===== config.mk =====
export PLATFORM = sky130hd
export DESIGN_NAME = mem_ctrl
export DESIGN_NICKNAME = d
export VERILOG_FILES = /design/src/rtl/mem_ctrl.sv
export SDC_FILE = /design/constraint.sdc
export NUM_CORES = 1
export LEC_CHECK = 0
export CORE_MARGIN = 1.5
export CORE_UTILIZATION = 27
export DETAILED_ROUTE_END_ITERATION = 6
export DONT_BUFFER_PORTS = 1
export PLACE_DENSITY = 0.4
export SYNTH_ARGS = -nofsm -noshare
export SYNTH_HDL_FRONTEND = slang
export SYNTH_SLANG_ARGS = --single-unit

===== constraint.sdc =====
create_clock -name clk -period 1.7 [get_ports clk]
set_input_delay 0.34 -clock clk [delete_from_list [all_inputs] [get_ports clk]]
set_output_delay 0.34 -clock clk [all_outputs]
set_load 0.03 [all_outputs]

===== src/rtl/mem_ctrl.sv =====
// Single-port RAM controller: valid/ready request and response channels,
// one transaction in flight, and saturating read/write completion counters.
module mem_ctrl #(
  parameter int DATA_W = 16,
  parameter int ADDR_W = 8
) (
  input  logic              clk,
  input  logic              rst,
  input  logic              req_valid,
  output logic              req_ready,
  input  logic              req_we,
  input  logic [ADDR_W-1:0] req_addr,
  input  logic [DATA_W-1:0] req_wdata,
  output logic              rsp_valid,
  input  logic              rsp_ready,
  output logic [DATA_W-1:0] rsp_rdata,
  output logic [ADDR_W-1:0] ram_addr,
  output logic [DATA_W-1:0] ram_data,
  output logic              ram_we,
  input  logic [DATA_W-1:0] ram_q,
  output logic [7:0]        rd_count,
  output logic [7:0]        wr_count
);

  typedef enum logic [2:0] {
    IDLE    = 3'd0,
    WRITE   = 3'd1,
    ISSUE   = 3'd2,
    CAPTURE = 3'd3,
    RESP    = 3'd4
  } state_e;

  state_e              state_q, state_d;
  logic                we_q;
  logic [ADDR_W-1:0]   addr_q;
  logic [DATA_W-1:0]   wdata_q;
  logic [DATA_W-1:0]   rdata_q;
  logic [7:0]          rd_cnt_q;
  logic [7:0]          wr_cnt_q;
  logic                accept;
  logic                rsp_hs;

  assign accept = req_valid & req_ready;
  assign rsp_hs = rsp_valid & rsp_ready;

  always_ff @(posedge clk) begin
    if (!rst) begin
      state_q <= IDLE;
    end else begin
      state_q <= state_d;
    end
  end

  always_comb begin
    state_d = state_q;
    unique case (state_q)
      IDLE:    if (accept) state_d = req_we ? WRITE : ISSUE;
      WRITE:   state_d = RESP;
      ISSUE:   state_d = CAPTURE;
      CAPTURE: state_d = RESP;
      RESP:    if (rsp_ready) state_d = IDLE;
      default: state_d = IDLE;
    endcase
  end

  // Write strobe is qualified by reset combinationally so an aborted WRITE never reaches the RAM.
  always_comb begin
    req_ready = (state_q == IDLE);
    rsp_valid = (state_q == RESP);
    ram_we    = (state_q == WRITE) && rst;
  end

  always_ff @(posedge clk) begin
    if (!rst) begin
      we_q     <= 1'b0;
      addr_q   <= '0;
      wdata_q  <= '0;
      rdata_q  <= '0;
      rd_cnt_q <= 8'd0;
      wr_cnt_q <= 8'd0;
    end else begin
      if (accept) begin
        we_q    <= req_we;
        addr_q  <= req_addr;
        wdata_q <= req_wdata;
      end
      if (state_q == WRITE) begin
        rdata_q <= '0;
      end else if (state_q == CAPTURE) begin
        rdata_q <= ram_q;
      end
      if (rsp_hs) begin
        if (we_q) begin
          if (wr_cnt_q != 8'hFF) wr_cnt_q <= wr_cnt_q + 8'd1;
        end else begin
          if (rd_cnt_q != 8'hFF) rd_cnt_q <= rd_cnt_q + 8'd1;
        end
      end
    end
  end

  assign ram_addr  = addr_q;
  assign ram_data  = wdata_q;
  assign rsp_rdata = rdata_q;
  assign rd_count  = rd_cnt_q;
  assign wr_count  = wr_cnt_q;

endmodule


* Yosys cells after proc, flatten, opt, wreduce, memory -nomap -nowiden *
Cells that the tools add are included.

word-level totals
  word-level logic and storage cells = 32
  output and inout port bits = 59
  bits of input ports = 45
  flip-flop bits (word level) = 60

cells by class
  bitwise gates (word level) = 4
  equal/unequal tests = 8
  mux-type cells = 4
  $add $sub $neg = 2
  reductions and logical operators = 7

operator list
  cell                                                                   number
  8-bit by 1-bit adder with 8-bit output, second input constant          2
  8-bit != test, second input constant                                   2
  3-bit case mux with 4 select lines                                     1
  3-bit by 2-bit equality test with 1-bit output, second input constant  2
  3-bit 2-to-1 mux                                                       2
  3-bit AND reduction                                                    2
  2-bit by 1-bit != test with 1-bit output, second input constant        2
  2-bit OR reduction                                                     2
  3-bit by 1-bit equality test with 1-bit output, second input constant  1
  3-bit equality test, second input constant                             1
  3-bit logical NOT                                                      1
  1-bit AND                                                              2
  2-bit 2-to-1 mux                                                       1
  1-bit NOT                                                              2
  2-bit AND reduction                                                    1
  1-bit logical AND                                                      1

* Longest topological paths before layout *
Gate-level depths: netlist (run 1).

  depth after elaboration = 4
  gate-level depth with buffers = 6
  depth with buffers taken out = 5

* Worst setup path after synthesis (run 1) *
Ideal clock, no wire load.

  path kind = flip-flop to flip-flop
  start = reg state_q[2]
  end = reg addr_q[7] (netlist: ram_addr[7])
  buffers on the path = 1
  stages on the path, launching flop included = 6
  arrival time = 1839 ps
  required time = 1568 ps
  path slack = -272 ps
  period minus slack after synthesis = 1972 ps
  setup time = 132 ps
  cells stage by stage = dfxtp_1 nor3_1 nand2_1 clkbuf_1 nand2_1 a21oi_1

on the way
  word-level cells in the longest chain between the ends = 2

ends and longest elaborated chain
  what                      RTL line  source
  start: declaration        33        state_e state_q, state_d;
  start signal: assignment  50        state_q <= state_d;
  3-bit logical NOT         68        req_ready = (state_q == IDLE);
  via req_ready             10        output logic req_ready,
  1-bit AND                 43        assign accept = req_valid & req_ready;
  end signal: assignment    84        addr_q <= req_addr;
  end: declaration          35        logic [ADDR_W-1:0] addr_q;

The timed path passes the listed nets, and every way through them passes these cells.
A chain may end at the register's enable or synchronous reset.

* Worst setup path after layout (run 1) *
  start = reg state_q[2]
  end = out ram_we

on the way
  word-level cells in the longest chain between the ends = 2

ends and longest elaborated chain
  what                                            RTL line  source
  3-bit by 1-bit equality test with 1-bit output  70        ram_we = (state_q == WRITE) && rst;
  1-bit logical AND                               70
  end: declaration                                19        output logic ram_we,

No other way between the ends.

==> impl_metrics.toml, run 1 <==
[sta]
tightest_slew_ns = 0.523
setup_viol = 0
period_needed_ns = 1.56
post-route-period-util_pct = 91.7
hold_viol = 0
skew_ns = 0.0104
setup_tns_ns = 0
clock.fmax_mhz = 642
drv_slew = 0
hold_ws_ns = 0.136
slew_headroom_pct = 65.1
rsz0062_at_grt = "no"

[global_route]
grtUsageTotal_pct = 12.9
first_global_vias = 1856
grt-ovfl-total = 0
use_met1_pct = 16.2
grt_busiest_layer = "met2"
grt_max_degree = 40
antenna_found_initial = 0
use_met2_pct = 18.5
grt_pass1_wl_um = 9670
use_met3_pct = 6.83

[detailed_routing]
viasPerCell = 4.82
drc = 0
wl_um = 5970
drtIter0Drc = 85
vias = 2048
firstDrtPassIters = 4
post_drt_wl_per_cell_um = 14.0
postRouteAntennaNets = 0

[floorplanning]
design.die.area_mm2 = 0.00952
start_util_pct = 27.8
pin_count = 104
die_w_um = 97.6
coreArea_mm2 = 0.00868
fp.dieH_um = 97.6
rows = 34

[yosys]
syn-cell-area_mm2 = 0.00242
synth_top_family_by_area = "simple AND/OR/NAND/NOR gates"
synth_xor_xnor_area_share_pct = 1.45
yosys-top-cells-area = "dfxtp_1 (50%), nand2_1 (13%), a21oi_1 (10%)"
synth_top_area_cell = "dfxtp_1"
muxShareOfSynthArea_pct = 1.66
syn-num-nets = 336
synth_compound_area_share_pct = 16.3
synthCells = 289
synth_top_area_share_pct = 49.7
synthAdderAreaFrac_pct = 1.04
synthDistinctLibCells = 40
synth-seq-cells = 60
synth_area_per_cell_um2 = 8.36
synth-simple-area-share_pct = 26.2
yosysWarningCount = 0
yosysSeqAreaShare_pct = 49.7

[place]
place_congestion = 0.668
hpwlAfterDp_um = 4080
place_area_mm2 = 0.00271
portBuffers = 0

[power]
total_power_uw = 3430
power_leakage_uw = 0.00105
irDropWorstVdd_v = 0.000556
p_per_area_mw_per_mm2 = 1170

[worst_hold_path]
worstHoldPathType = "in2reg"
worstHoldStart = "req_wdata[1]"
holdPathStages = 2

[clock_network]
cts_root_buf = "clkbuf_8"
cts_inserted_buffers = 9
clkLatencyLatePin_ns = 0.33
cts_tree = "done"
cts_max_level = 3
clk_pin_slew_ns = 0.07
clock_sinks = 60
cts_hold_buffers = 0
clock_path_buffers = 2

[worst_setup_path]
cp-startpoint = "state_q[2]"
cp_max_fo = 9
cp.required_ns = 1.36
r2r_start = "rd_count[0]"
reg2reg_depth = 6
critPathKind = "reg2out"
endpoint_kind = "output port"
r2r_slack_ns = 0.15
critPathLaunchType = "flop"
worstPathArrival_ns = 1.22

[finish]
design_area_mm2 = 0.00294
antennaDiodeCount = 0
fin_nets = 360
layout_commonest_cell = "nand2_1"
layout_common_cells = "nand2_1 (86), dfxtp_1 (56), a21oi_1 (49)"
syn_to_final_growth_pct = 21.9
drive_gt1_share_pct = 17.7
fillers = 931

[run]
cap_violations = 0

[run_status]
status = "complete, no violations"
[per-stage QoR]
| stage | util (%) | instances | worst slack, ns |
|---|---|---|---|
| final | 33.9 | 425 | 0.141 |
| after detailed placement | 31.2 | 409 | 0.0604 |
| after global placement | 31.2 | 409 | 0.0875 |
| after global routing | 33.9 | 425 | 0.0581 |
| after CTS | 33.8 | 424 | 0.0323 |
| after floorplan | - | 289 | 0.0366 |
[cell usage after synthesis (all sizes together)]
cell type and instances:
and3 2, a211oi 2, nor2 10, nor4 1, a21bo 1, nor3b 1, dfxtp 60, nand2 86
and4bb 1, nand3b 2, o41ai 1, o21ba 1, nand2b 3, o31ai 2, nand4 5, or4b 1
xnor2 2, ha 2, and2 2, or3 3, nor2b 1, buf 6, nand4bb 1, xor2 2
a21oi 49, inv 5, nand3 7, o2111ai 1, o211ai 1, a21o 1, and4 3, clkbuf 9
o21ai 5, a2111oi 1, mux2i 4, nand4b 1, nor3 4
[final timing paths]
| check | endpoint |
|---|---|
| worst max-delay path | ram_we |
| worst min register to register | rd_count[6] |
| worst max register to register | rd_count[4] |
| worst min-delay path | ram_data[1] |
[flip-flops by register name (all words and copies together), names as in the netlist]
register / cells
ram_data: 16
ram_addr: 8
wr_count: 8
we_q: 1
rsp_rdata: 16
rd_count: 8
state_q: 3
[worst max-delay path: stages (launching register included)]
cell	delay [ns]
dfxtp_2	0.37
nand2b_1	0.19
nor3_1	0.14
buf_4	0.19
[what timing repair did]
item	in CTS	in global routing
setup buffers	0	1
endpoints found under the setup margin	0	6
hold endpoints to repair	0	0
gates resized for setup	0	3
[layout make-up]
| class | instances | area, um2 | area share [%] |
|---|---|---|---|
| sequential | 60 | 1210 | 41.0 |
| multi-input combinational | 209 | 1140 | 38.6 |
| timing repair buffer | 28 | 223 | 7.56 |
| clock buffer | 11 | 151 | 5.14 |
| tap | 108 | 135 | 4.59 |
| clock inverter | 4 | 72.6 | 2.46 |
| inverter | 5 | 18.8 | 0.637 |
[per-layer routing]
metal	vias to the layer above	routed length, um
met3	8	587
met1	926	2650
met5	-	0
met4	0	106
met2	79	2630
li1	1035	-
[report_power, final]
group / total [uW] / internal [uW] / switching [uW]
clock network: 1450 / 895 / 558
registers: 1660 / 1480 / 180
logic: 321 / 123 / 197
[kinds of logic (layout without fill, tap and decap cells)]
| logic type | Yosys count | after routing |
|---|---|---|
| flip-flops | 60 | 60 |
| XOR/XNOR | 4 | 4 |
| buffers and inverters | 20 | 48 |
| multiplexers | 4 | 4 |
| AO/OA/AOI/OAI | 65 | 65 |
| adder cells (fa/ha/maj) | 2 | 2 |
| AND/OR/NAND/NOR | 134 | 134 |
Power figures use the tool's default switching activity.
==> run 2: changes to the inputs <==
--- a/config.mk
+++ b/config.mk
@@ -10,6 +10,7 @@
 export DETAILED_ROUTE_END_ITERATION = 6
 export DONT_BUFFER_PORTS = 1
 export PLACE_DENSITY = 0.4
+export SLEW_MARGIN = 20
 export SYNTH_ARGS = -nofsm -noshare
 export SYNTH_HDL_FRONTEND = slang
 export SYNTH_SLANG_ARGS = --single-unit
==> results of run 2 <==
No change in the layout: final DEF, timing and power equal those of run 1.
==> run 3: changes to the inputs <==
--- a/config.mk
+++ b/config.mk
@@ -10,7 +10,7 @@
 export DETAILED_ROUTE_END_ITERATION = 6
 export DONT_BUFFER_PORTS = 1
 export PLACE_DENSITY = 0.4
-export SLEW_MARGIN = 20
+export SLEW_MARGIN = 10
 export SYNTH_ARGS = -nofsm -noshare
 export SYNTH_HDL_FRONTEND = slang
 export SYNTH_SLANG_ARGS = --single-unit
==> results of run 3 <==
No change in the layout: final DEF, timing and power equal those of run 1.
==> RTL edit 1 (flow settings as in run 3) <==
Set the parameter `DATA_W` to 24 (it was 16).
--- a/src/rtl/mem_ctrl.sv
+++ b/src/rtl/mem_ctrl.sv
@@ -1,7 +1,7 @@
 // Single-port RAM controller: valid/ready request and response channels,
 // one transaction in flight, and saturating read/write completion counters.
 module mem_ctrl #(
-  parameter int DATA_W = 16,
+  parameter int DATA_W = 24,
   parameter int ADDR_W = 8
 ) (
   input  logic              clk,
Ports: changed (resized ram_data, ram_q, req_wdata and rsp_rdata); port bits go from 104 to 136. The function was not compared with the original's and may differ.
==> RTL edit 1 against run 3 <==
  * Setup slack got worse by 0.064 ns
  * Sequential share of layout area rose by 3.0 points
  * Sequential cell count rose by 16
  * Count of clock-buffer cells in the layout rose by 1
  * Fmax fell by 3.9%
  * Cell area rose by 18%
  * Area after synthesis rose by 22%
  * Power rose by 13%
  * Critical path depth did not move
  * Routed wire length rose by 23%
  * Critical endpoint is now rsp_valid
  * Highest routed layer unchanged
==> RTL edit 1: results (changes against run 3) <==
[drt]
viasPerCell=4.743  ; was 4.819
wl_met3_um=857  ; was 587 um
met2_length_mm=3.415  ; was 2.629 mm
drt-met1-wl_mm=3.016  ; was 2.648 mm
drt-total-wl_mm=7.374  ; was 5.971 mm

[worst_setup_path]
r2r_cells=5  ; was 6
critPathMaxFanout=8  ; was 9
timing.rr.end=rd_count[1]  ; was rd_count[4]

[timing]
fin_hold_ws_ns=0.1160  ; was 0.1361 ns
fin_skew_ns=0.006349  ; was 0.01045 ns
worst_slew_pin_slew_ns=0.5215  ; was 0.5229 ns

[synth]
synth_nets=422  ; was 336
yosysSeqAreaShare_pct=51.44  ; was 49.72%
synth_common_cells=nand2_1 (117), dfxtp_1 (76), a21oi_1 (65)  ; was nand2_1 (86), dfxtp_1 (60), a21oi_1 (49)
avgSynthCellArea_um2=8.239  ; was 8.360 um2
ys_top_cells_by_area=dfxtp_1 (51%), nand2_1 (15%), a21oi_1 (11%)  ; was dfxtp_1 (50%), nand2_1 (13%), a21oi_1 (10%)

[placement]
dp_hpwl_mm=5.122  ; was 4.084 mm
gp_congestion=0.6597  ; was 0.6682

[min_path]
whs_endpoint=rsp_rdata[17]  ; was ram_data[1]

[run_status]
outcome=completed  ; unchanged

[global_routing]
grt_usage_pct=12.62  ; was 12.87%
grt_max_degree=49  ; was 40
grtUsageMet3_pct=6.477  ; was 6.835%

[cells_and_area]
multi_input_area_share_pct=38.53  ; was 38.63%
multi_input_gates=257  ; was 209
nonClkBufAreaFrac_pct=6.403  ; was 7.565%
nClkBuffers=12  ; was 11
layout.nets=440  ; was 360

[pwr]
ir_drop_v=0.0003460  ; was 0.0005562 V

## RTL edit 1: cell types whose count changed in the layout (fill, tap and decap cells not counted), sizes merged, moves of 2 or more
cell / change
a21oi: +16
clkinv: +2
dfxtp: +16
nand2: +31
## RTL edit 1: worst max path at each step
stage           startpoint           to  slack (ns)  cells after the start
2_1_floorplan  wr_count[0]  wr_count[1]        0.04                      5
3_5_place_dp   rd_count[0]  rd_count[1]        0.08                      5
4_1_cts         state_q[1]       ram_we        0.01                      3
6_report        state_q[1]    rsp_valid        0.08                      3
5_1_grt         state_q[2]       ram_we       0.009                      3
3_3_place_gp   rd_count[0]  rd_count[1]        0.07                      5
## RTL edit 1: report_power, final
group | switching (W) | internal (W)
Combinational | 0.000236 | 0.000142
Clock | 0.000661 | 0.000718
Sequential | 0.000237 | 0.00187
Total | 0.00113 | 0.00273
==> RTL edit 2 (config.mk and constraints of run 3) <==
Without the edit above. Put one more register stage on the output `wr_count`, cleared by the reset. The value now appears one clock later. The other outputs are not delayed to match.
--- a/src/rtl/mem_ctrl.sv
+++ b/src/rtl/mem_ctrl.sv
@@ -103,7 +103,13 @@
   assign ram_data  = wdata_q;
   assign rsp_rdata = rdata_q;
   assign rd_count  = rd_cnt_q;
-  assign wr_count  = wr_cnt_q;
+  always_ff @(posedge clk) begin
+    if (!rst) begin
+      wr_count <= '0;
+    end else begin
+      wr_count <= wr_cnt_q;
+    end
+  end
 
 endmodule
 
Formal check against the unedited RTL: not equivalent (Yosys sat finds a counterexample within 4 cycles, from zero or initial values and one cycle with rst low).
==> RTL edit 2 against run 3 <==
  * Critical endpoint unchanged
  * Routed wire length grew 9.2%
  * Area after synthesis increased by 9.4%
  * Highest routed layer unchanged
  * Hold slack worse by 0.012 ns
  * Largest cell class unchanged
  * Power is 1.7% higher
  * Setup slack lost 0.060 ns
  * Cell area increased by 7.0%
  * Combinational power is 20% higher
  * Sequential cell count rose by 8
==> RTL edit 2: results (changes against run 3) <==
[run_status]
outcome=completed  ; unchanged

[global_routing]
grt_max_degree=26  ; was 40
grt_pass1_wl_mm=10.41  ; was 9.673 mm
grt_pass1_vias=2071  ; was 1856
grt_use_met2_pct=20.67  ; was 18.54%

[drt]
drt-met1-wl_mm=2.851  ; was 2.648 mm
initialDrtViolationCount=55  ; was 85
wl_met3_um=519  ; was 587 um
viasPerCell=4.633  ; was 4.819
met2_length_mm=3.055  ; was 2.629 mm

[synth]
synth_nets=352  ; was 336
ys_top_cells_by_area=dfxtp_1 (51%), nand2_1 (9.9%), a21oi_1 (8.5%)  ; was dfxtp_1 (50%), nand2_1 (13%), a21oi_1 (10%)
synth_common_cells=nand2_1 (70), dfxtp_1 (68), a21oi_1 (45)  ; was nand2_1 (86), dfxtp_1 (60), a21oi_1 (49)
ys_types=41  ; was 40

[worst_setup_path]
reg2reg_slack_ns=0.13  ; was 0.15 ns
max_stage_delay_ns=0.32  ; was 0.37 ns
timing.rr.end=rd_count[5]  ; was rd_count[4]
critical_path_arrival_ns=1.28  ; was 1.22 ns

[pwr]
internal-power_w=0.002481  ; was 0.002497 W
p_leak_nw=1.158  ; was 1.054 nW
ir_drop_v=0.0003594  ; was 0.0005562 V

[cells_and_area]
drive_gt1_share_pct=16.72  ; was 17.67%

[min_path]
whs_endpoint=ram_data[14]  ; was ram_data[1]
hp-start=req_wdata[14]  ; was req_wdata[1]

[placement]
post_dp_cell_area_um2=2948  ; was 2705 um2
dp_hpwl_mm=4.528  ; was 4.084 mm
gp_congestion=0.7091  ; was 0.6682

[timing]
fin_skew_ns=0.006098  ; was 0.01045 ns
slew_headroom_pct=73.76  ; was 65.06%

RTL edit 2: layout make-up:
type                            instances  area share [%]
Clock inverter                          5           1.669
Tap cell                              129           5.125
Inverter                                5          0.5959
Multi-Input combinational cell        213           38.18
Clock buffer                           11           4.172
Sequential cell                        68           43.31
Timing Repair Buffer                   27           6.953
RTL edit 2: cell families after synthesis:
group	count (synthesis)	share of synthesized area (%)
DFF	68	51.49
AOI/OAI and AO/OA	58	13.63
xor gates and xnor gates	4	1.325
adders and majority gates	2	0.9464
muxes	7	2.745
and+or+nand+nor	142	26.03
buffers and inverters	24	3.833
RTL edit 2: stage by stage:
stage	cells	hold slack [ns]	setup WS [ns]	util (%)
finish	458	0.1237	0.08095	33.60
global route	458	0.09103	-0.007861	33.60
CTS	457	0.1011	0.02497	33.42
detailed placement	441	0.4778	0.05433	31.46
global placement	441	0.4726	0.07197	31.46
floorplan	305	0.4563	0.05973	-
